--- config.mk ---
export PLATFORM = sky130hd
export DESIGN_NAME = stdp_rand_update
export DESIGN_NICKNAME = d
export VERILOG_FILES = /design/src/rtl/stdp_rand_update.sv
export SDC_FILE = /design/constraint.sdc
export NUM_CORES = 1
export LEC_CHECK = 0
export CORE_MARGIN = 4
export CORE_UTILIZATION = 45
export CTS_BUF_LIST = sky130_fd_sc_hd__clkbuf_4
export CTS_CLUSTER_DIAMETER = 40
export DETAILED_ROUTE_END_ITERATION = 6
export GPL_TIMING_DRIVEN = 1
export PLACE_DENSITY = 0.76
export SYNTH_ARGS = -nofsm -noshare
export SYNTH_HDL_FRONTEND = slang
export SYNTH_SLANG_ARGS = --single-unit
--- constraint.sdc ---
create_clock -name clk -period 3.3 [get_ports clk]
set_input_delay 0.33 -clock clk [delete_from_list [all_inputs] [get_ports clk]]
set_output_delay 0.33 -clock clk [all_outputs]
set_load 0.03 [all_outputs]
--- src/rtl/stdp_rand_update.sv ---
`default_nettype none
// +--------------------------------------------------------------------------+
// | stdp_rand_update: stochastic STDP weight-update engine for one column     |
// | neuron. Optional STDP_WEIGHT_LOAD_EN adds an IDLE-time weight write port. |
// | Revision: 1.0                                                              |
// +--------------------------------------------------------------------------+
module stdp_rand_update #(
  parameter int NSYN   = 8,
  parameter int WBITS  = 3,
  parameter int TBITS  = 4,
  parameter int INIT_W = 0
) (
  input  logic                    clk,
  input  logic                    rst_n,
  input  logic                    start,
  input  logic [NSYN*TBITS-1:0]   in_time,
  input  logic [TBITS-1:0]        out_time,
  input  logic [15:0]             rnd,
  input  logic [15:0]             mu_capture,
  input  logic [15:0]             mu_backoff,
  input  logic [15:0]             mu_search,
  output logic                    busy,
  output logic                    done,
  output logic [NSYN*WBITS-1:0]   weights
`ifdef STDP_WEIGHT_LOAD_EN
  ,
  input  logic                    wr_en,
  input  logic [$clog2(NSYN)-1:0] wr_idx,
  input  logic [WBITS-1:0]        wr_data
`endif
);

  localparam int IDXW = $clog2(NSYN);
  localparam logic [IDXW-1:0]  LAST_IDX = IDXW'(NSYN - 1);
  localparam logic [WBITS-1:0] INIT_W_C = WBITS'(INIT_W);
  localparam logic [WBITS-1:0] W_MAX    = {WBITS{1'b1}};
  localparam logic [TBITS-1:0] NO_SPIKE = {TBITS{1'b1}};

  localparam logic [1:0] ST_IDLE   = 2'd0;
  localparam logic [1:0] ST_UPDATE = 2'd1;
  localparam logic [1:0] ST_DONE   = 2'd2;

  logic [1:0]       state_q, state_d;
  logic [IDXW-1:0]  idx_q, idx_d;
  logic [TBITS-1:0] ti_q [NSYN];
  logic [TBITS-1:0] ti_d [NSYN];
  logic [TBITS-1:0] to_q, to_d;
  logic [WBITS-1:0] w_q [NSYN];
  logic [WBITS-1:0] w_d [NSYN];

  logic             wr_hit;
  logic [IDXW-1:0]  wr_sel;
  logic [WBITS-1:0] wr_val;

`ifdef STDP_WEIGHT_LOAD_EN
  localparam logic [IDXW:0] NSYN_C = (IDXW+1)'(NSYN);
  assign wr_hit = wr_en && ({1'b0, wr_idx} < NSYN_C);
  assign wr_sel = wr_idx;
  assign wr_val = wr_data;
`else
  assign wr_hit = 1'b0;
  assign wr_sel = '0;
  assign wr_val = '0;
`endif

  // FSM state register
  always_ff @(posedge clk or negedge rst_n) begin
    if (!rst_n) state_q <= ST_IDLE;
    else        state_q <= state_d;
  end

  // FSM next-state logic
  always_comb begin
    state_d = state_q;
    case (state_q)
      ST_IDLE:   if (start) state_d = ST_UPDATE;
      ST_UPDATE: if (idx_q == LAST_IDX) state_d = ST_DONE;
      ST_DONE:   state_d = ST_IDLE;
      default:   state_d = ST_IDLE;
    endcase
  end

  // FSM outputs
  always_comb begin
    busy = (state_q == ST_UPDATE) || (state_q == ST_DONE);
    done = (state_q == ST_DONE);
  end

  // Bernoulli draw and saturating step for the synapse selected by idx_q
  logic [TBITS-1:0] ti_cur;
  logic [WBITS-1:0] w_cur, w_new;
  logic             ti_sp, to_sp, inc, dec;

  always_comb begin
    ti_cur = ti_q[idx_q];
    w_cur  = w_q[idx_q];
    ti_sp  = (ti_cur != NO_SPIKE);
    to_sp  = (to_q != NO_SPIKE);
    inc    = 1'b0;
    dec    = 1'b0;
    if (ti_sp && to_sp) begin
      if (ti_cur <= to_q) inc = (rnd < mu_capture);
      else                dec = (rnd < mu_backoff);
    end else if (ti_sp) begin
      inc = (rnd < mu_search);
    end else if (to_sp) begin
      dec = (rnd < mu_backoff);
    end
    w_new = w_cur;
    if (inc && (w_cur != W_MAX))      w_new = w_cur + 1'b1;
    else if (dec && (w_cur != '0))    w_new = w_cur - 1'b1;
  end

  // Datapath next-state: latching, external writes, per-cycle updates
  always_comb begin
    idx_d = idx_q;
    to_d  = to_q;
    ti_d  = ti_q;
    w_d   = w_q;
    case (state_q)
      ST_IDLE: begin
        if (wr_hit) w_d[wr_sel] = wr_val;
        if (start) begin
          idx_d = '0;
          to_d  = out_time;
          for (int i = 0; i < NSYN; i++) ti_d[i] = in_time[i*TBITS +: TBITS];
        end
      end
      ST_UPDATE: begin
        w_d[idx_q] = w_new;
        idx_d      = (idx_q == LAST_IDX) ? '0 : idx_q + 1'b1;
      end
      default: ;
    endcase
  end

  always_ff @(posedge clk or negedge rst_n) begin
    if (!rst_n) begin
      idx_q <= '0;
      to_q  <= NO_SPIKE;
      for (int i = 0; i < NSYN; i++) begin
        ti_q[i] <= NO_SPIKE;
        w_q[i]  <= INIT_W_C;
      end
    end else begin
      idx_q <= idx_d;
      to_q  <= to_d;
      ti_q  <= ti_d;
      w_q   <= w_d;
    end
  end

  generate
    for (genvar g = 0; g < NSYN; g++) begin : g_pack
      assign weights[g*WBITS +: WBITS] = w_q[g];
    end
  endgenerate

endmodule
`default_nettype wire

Word level (Yosys, flattened, before mapping)
Cells that the tools add are included.
- add/sub/neg operators: 3
- $mul: 0
- divide/modulo/power cells: 0
- magnitude comparators: 6
- eq/ne operators: 8
- shift operators: 0
- mux-type cells: 24
- bitwise operators: 1
- reductions and logical operators: 11
- operators by type and width (cell ; number):
    $lt A16 B16 Y1 ; 3
    $bwmux W24 ; 1
    $mux W3 ; 7
    $bmux W4 S3 ; 1
    $bmux W3 S3 ; 1
    $demux W3 S3 ; 1
    $mux W4 ; 2
    $ne A4 B4 Y1 const B ; 2
    $mux W1 ; 7
    $add A3 B1 Y3 const B ; 2
    $pmux W3 S2 ; 1
    $reduce_and A2 Y1 ; 3
    $ge A4 B4 Y1 const B ; 1
    $le A4 B4 Y1 ; 1
    $logic_and A1 B1 Y1 ; 4
    $lt A4 B1 Y1 const B ; 1
    $mux W2 ; 2
    $ne A2 B2 Y1 const B ; 2
    $not A3 Y4 ; 1
    $pmux W2 S2 ; 1
    $eq A3 B3 Y1 const B ; 1
    $ne A3 B3 Y1 const B ; 1
    $reduce_bool A3 Y1 ; 1
    $sub A3 B1 Y3 const B ; 1
    other kinds (5) ; 5
- bits in registers: 65
- latch bits: 0
- bits in writable memories: 0
- ROM bits: 0
- bits of input ports: 103
- logic and storage cells: 72
- memories: 0

Longest topological paths before layout
- depth after elaboration: 11
- mapped depth: 15
- mapped depth without buffers: 13

Worst setup path before layout
Ideal clock, no wire load.
- path type: reg-to-reg
- start: register idx_q[1]
- end: register w_q (netlist bit weights[10])
- setup time: 0.135 ns
- data arrival time: 2.946 ns
- slack: 0.218 ns
- cell stages (with the launch flop): 15
- buffers on the path: 2
- period minus slack after synthesis: 3.082 ns
- cells stage by stage: dfrtp_1 > buf_6 > clkbuf_1 > a22oi_1 > o22a_1 > o21ai_0 > inv_1 > ha_1 > ha_1 > a2111oi_0 > nand2_1 > a211oi_4 > o21ai_0 > mux2i_4 > o31ai_1
- cells in the longest elaborated chain, start to end: 11
- elaborated cells between the ends (all ways): 30
- ends and longest elaborated chain (what ; RTL line ; text):
    start, declared ; 44 ; logic [IDXW-1:0] idx_q, idx_d;
    start signal, assigned ; 146 ; idx_q <= idx_d;
    $not A3 Y4 (implied by the code) (*) ; 95, 96, 130 ;
    $bmux W4 S3 ; 95 ; ti_cur = ti_q[idx_q];
    $mux W4 (implied by the code) (2 in series) ; 95 ;
    $le A4 B4 Y1 / $ne A4 B4 Y1 (equally long branches) ; 102, 97 ;
    $mux W1 (tied with other cells) ; 102 ; if (ti_cur <= to_q) inc = (rnd < mu_capture);
    $mux W1 ; 101 ; if (ti_sp && to_sp) begin
    $logic_and A1 B1 Y1 ; 111 ; else if (dec && (w_cur != '0)) w_new = w_cur - 1'b1;
    $mux W3 ; 111 ;
    $mux W3 ; 110 ; if (inc && (w_cur != W_MAX)) w_new = w_cur + 1'b1;
    $bwmux W24 (*) ; 130 ; w_d[idx_q] = w_new;
    end signal, assigned ; 149 ; w_q <= w_d;
    end, declared ; 48 ; logic [WBITS-1:0] w_q [NSYN];
Every way passes the cells marked *; elsewhere a longest branch is shown, timed or not. The select of a mux whose other input is x is not followed.
A chain may end at the register's enable or synchronous reset.

Final worst setup path
- start: register idx_q[0]
- end: register w_q (netlist bit weights[10])
The elaborated chain is that of the path after synthesis.

==> results.ini <==
[status]
status=finished clean

[global_routing]
grt_pass1_wl_um=18700
grt_antenna_before_repair=0
groute.usage.overall=0.204
grt_pass1_vias=3894
grt_max_degree=41
grt_overflow_total=0

[power]
vdd_drop_max_uv=739
power.leakage_nw=2.85
powerDensity_nw_per_um2=1010

[die]
io_pins=129
die_h_um=108
rows=36
initial_core_util=0.459
coreArea_um2=9730
die-width_um=108
die_area_um2=11600

[critical_path]
worst_setup_path_end_kind=register
arrival_ps=3450
cp-start-kind=register
required_ps=3620
critical_path_class=register to register
path_max_fanout=8

[final_layout]
nNetsFinal=745
final_area_um2=6280
drive_gt1_frac=0.251
area_growth_pct=40.8
antenna_cells=0
post-route-util=0.646

[timing]
post-route-min-period_ps=3130
relSlewSlack=0.391
drv_slew=0
hold_viol=0
fin_crit_sh=0.949
fin_ws_ps=168
clock.fmax_mhz=319
setup_viol=0
skew_ps=21.0
worstMarginPinSlew_ps=891
fin_tns_setup_ps=0

[synth]
netlist_top_cells_area=dfstp_2 (21%), dfrtp_1 (16%), ha_1 (16%)
yosysTopAreaCell=dfstp_2
synth_area_per_cell_um2=10.2
syn_area_um2=4460
synthTopCellsByCount=ha_1 (58), inv_1 (58), mux2_2 (47), nand2_1 (47), dfstp_2 (36)
yosysTopAreaCellShare=0.212
async_flop_share=1.00
synth_fp_nets=599
yosys_register_bits=65
synthFlopType=dfstp_2
synth-edff-count=0
ys.warnings.count=0
synth_cells=438
yosysSeqAreaShare=0.374
synthDistinctLibCells=50

[routing]
routedWlPerCell_um=16.7
viasPerCell=5.25
dr.pass1.iters=4
ant_nets=0
vias=3792
drt_iter0_drc=165
drc_errors=0
wirelength_um=12000

[clock_tree]
hold_buffers=0
clock_sinks=65
cts_root_buffer=clkbuf_4
clk_latency_ps=410
tritoncts=built
h-tree-depth=3
cts.path.max_buffers=2
clk_transition_reported_paths_ps=110
cts_made_buffers=9

[job]
cap_viol_max_count=0

[place]
gp_congestion=0.895
placed_area_um2=5900
portBuffers=128
dp_slack_ps=-161
hpwlAfterDp_um=9380

[worst_hold_path]
hp-class=primary input to asynchronous set/reset pin

## worst paths after layout
kind                            depth (start not counted)  slack (ps)           to   startpoint
worst max register to register                         13         170  weights[10]     idx_q[0]
min in group clk                                        2         520      ti_q[9]  in_time[21]
max in group asynchronous                               2        2490     idx_q[2]        rst_n
worst max-delay path                                   13         170  weights[10]     idx_q[0]
worst min register to register                          2         530  weights[18]  weights[18]
worst min-delay path                                    1         230     ti_q[14]        rst_n
## cells in the final DEF (no fill, tap or decap), types with 6 or more instances in the layout
cell type,synthesis,final
mux2i_1,7,6
a22oi_1,9,9
ha_1,58,58
o21ai_1,8,9
mux2_2,47,47
buf_4,0,14
a21oi_1,21,21
o31ai_2,0,6
clkbuf_4,0,9
o21ai_0,21,19
dfstp_2,36,36
nand3_1,7,6
clkdlybuf4s50_1,0,127
nand2_1,47,46
inv_1,58,58
nor2_1,16,15
dfrtp_1,29,26
## layout make-up
cell class                 instances  area [um^2]
fill                             799         3450
multi-input combinational        304         2610
sequential                        65         1680
timing repair buffer             146         1430
inverter                          58          218
tap                              133          166
clock inverter                     7          118
clock buffer                       9         67.6
## cell families after synthesis
group                    synth area share
AO/OA/AOI/OAI                       0.136
XOR/XNOR                          0.00364
adder cells (fa/ha/maj)             0.163
buffers and inverters              0.0645
flip-flops                          0.374
multiplexers                        0.159
AND/OR/NAND/NOR                    0.0989
## power breakdown
part	switching (W)	internal, W
logic	0.00213	0.00186
registers	0.000325	0.00135
clock network	0.000301	0.000384
total	0.00276	0.00359
## stage by stage
step,power [W],hold WS [ps],instances
6_report,0.00635,228,722
5_1_grt,0.00676,239,722
4_1_cts,0.00584,197,714
3_5_place_dp,0.00501,502,697
3_3_place_gp,0.00488,488,697
2_1_floorplan,0.00393,34.4,438
## flip-flops by register name, indices dropped and copies added (netlist names)
signal	flops
ti_q	32
weights	24
to_q	4
idx_q	3
state_q	2
## per-layer routing
layer	vias to the layer above	GRT usage	share of wire
li1	1848	-	-
met1	1765	0.254	0.42
met2	152	0.343	0.49
met3	27	0.0492	0.060
met4	0	0.0748	0.025
met5	-	0	0
## worst max-delay path, cell delays in order, from the launching register on
cell and delay (ps):
dfrtp_2 430, buf_6 140, mux4_2 510, nand2_1 90, o211ai_2 100, ha_1 310, a21oi_1 120, o21ai_0 120
and2_1 190, o32ai_4 270, nand3_4 160, mux2i_4 230, buf_12 160, o31ai_2 220
## repair_timing
action	in CTS	in global routing
setup endpoints to repair	24	24
setup buffers	1	8
pin swaps	1	8
gates resized for setup	6	21
Power figures use the tool's default switching activity.
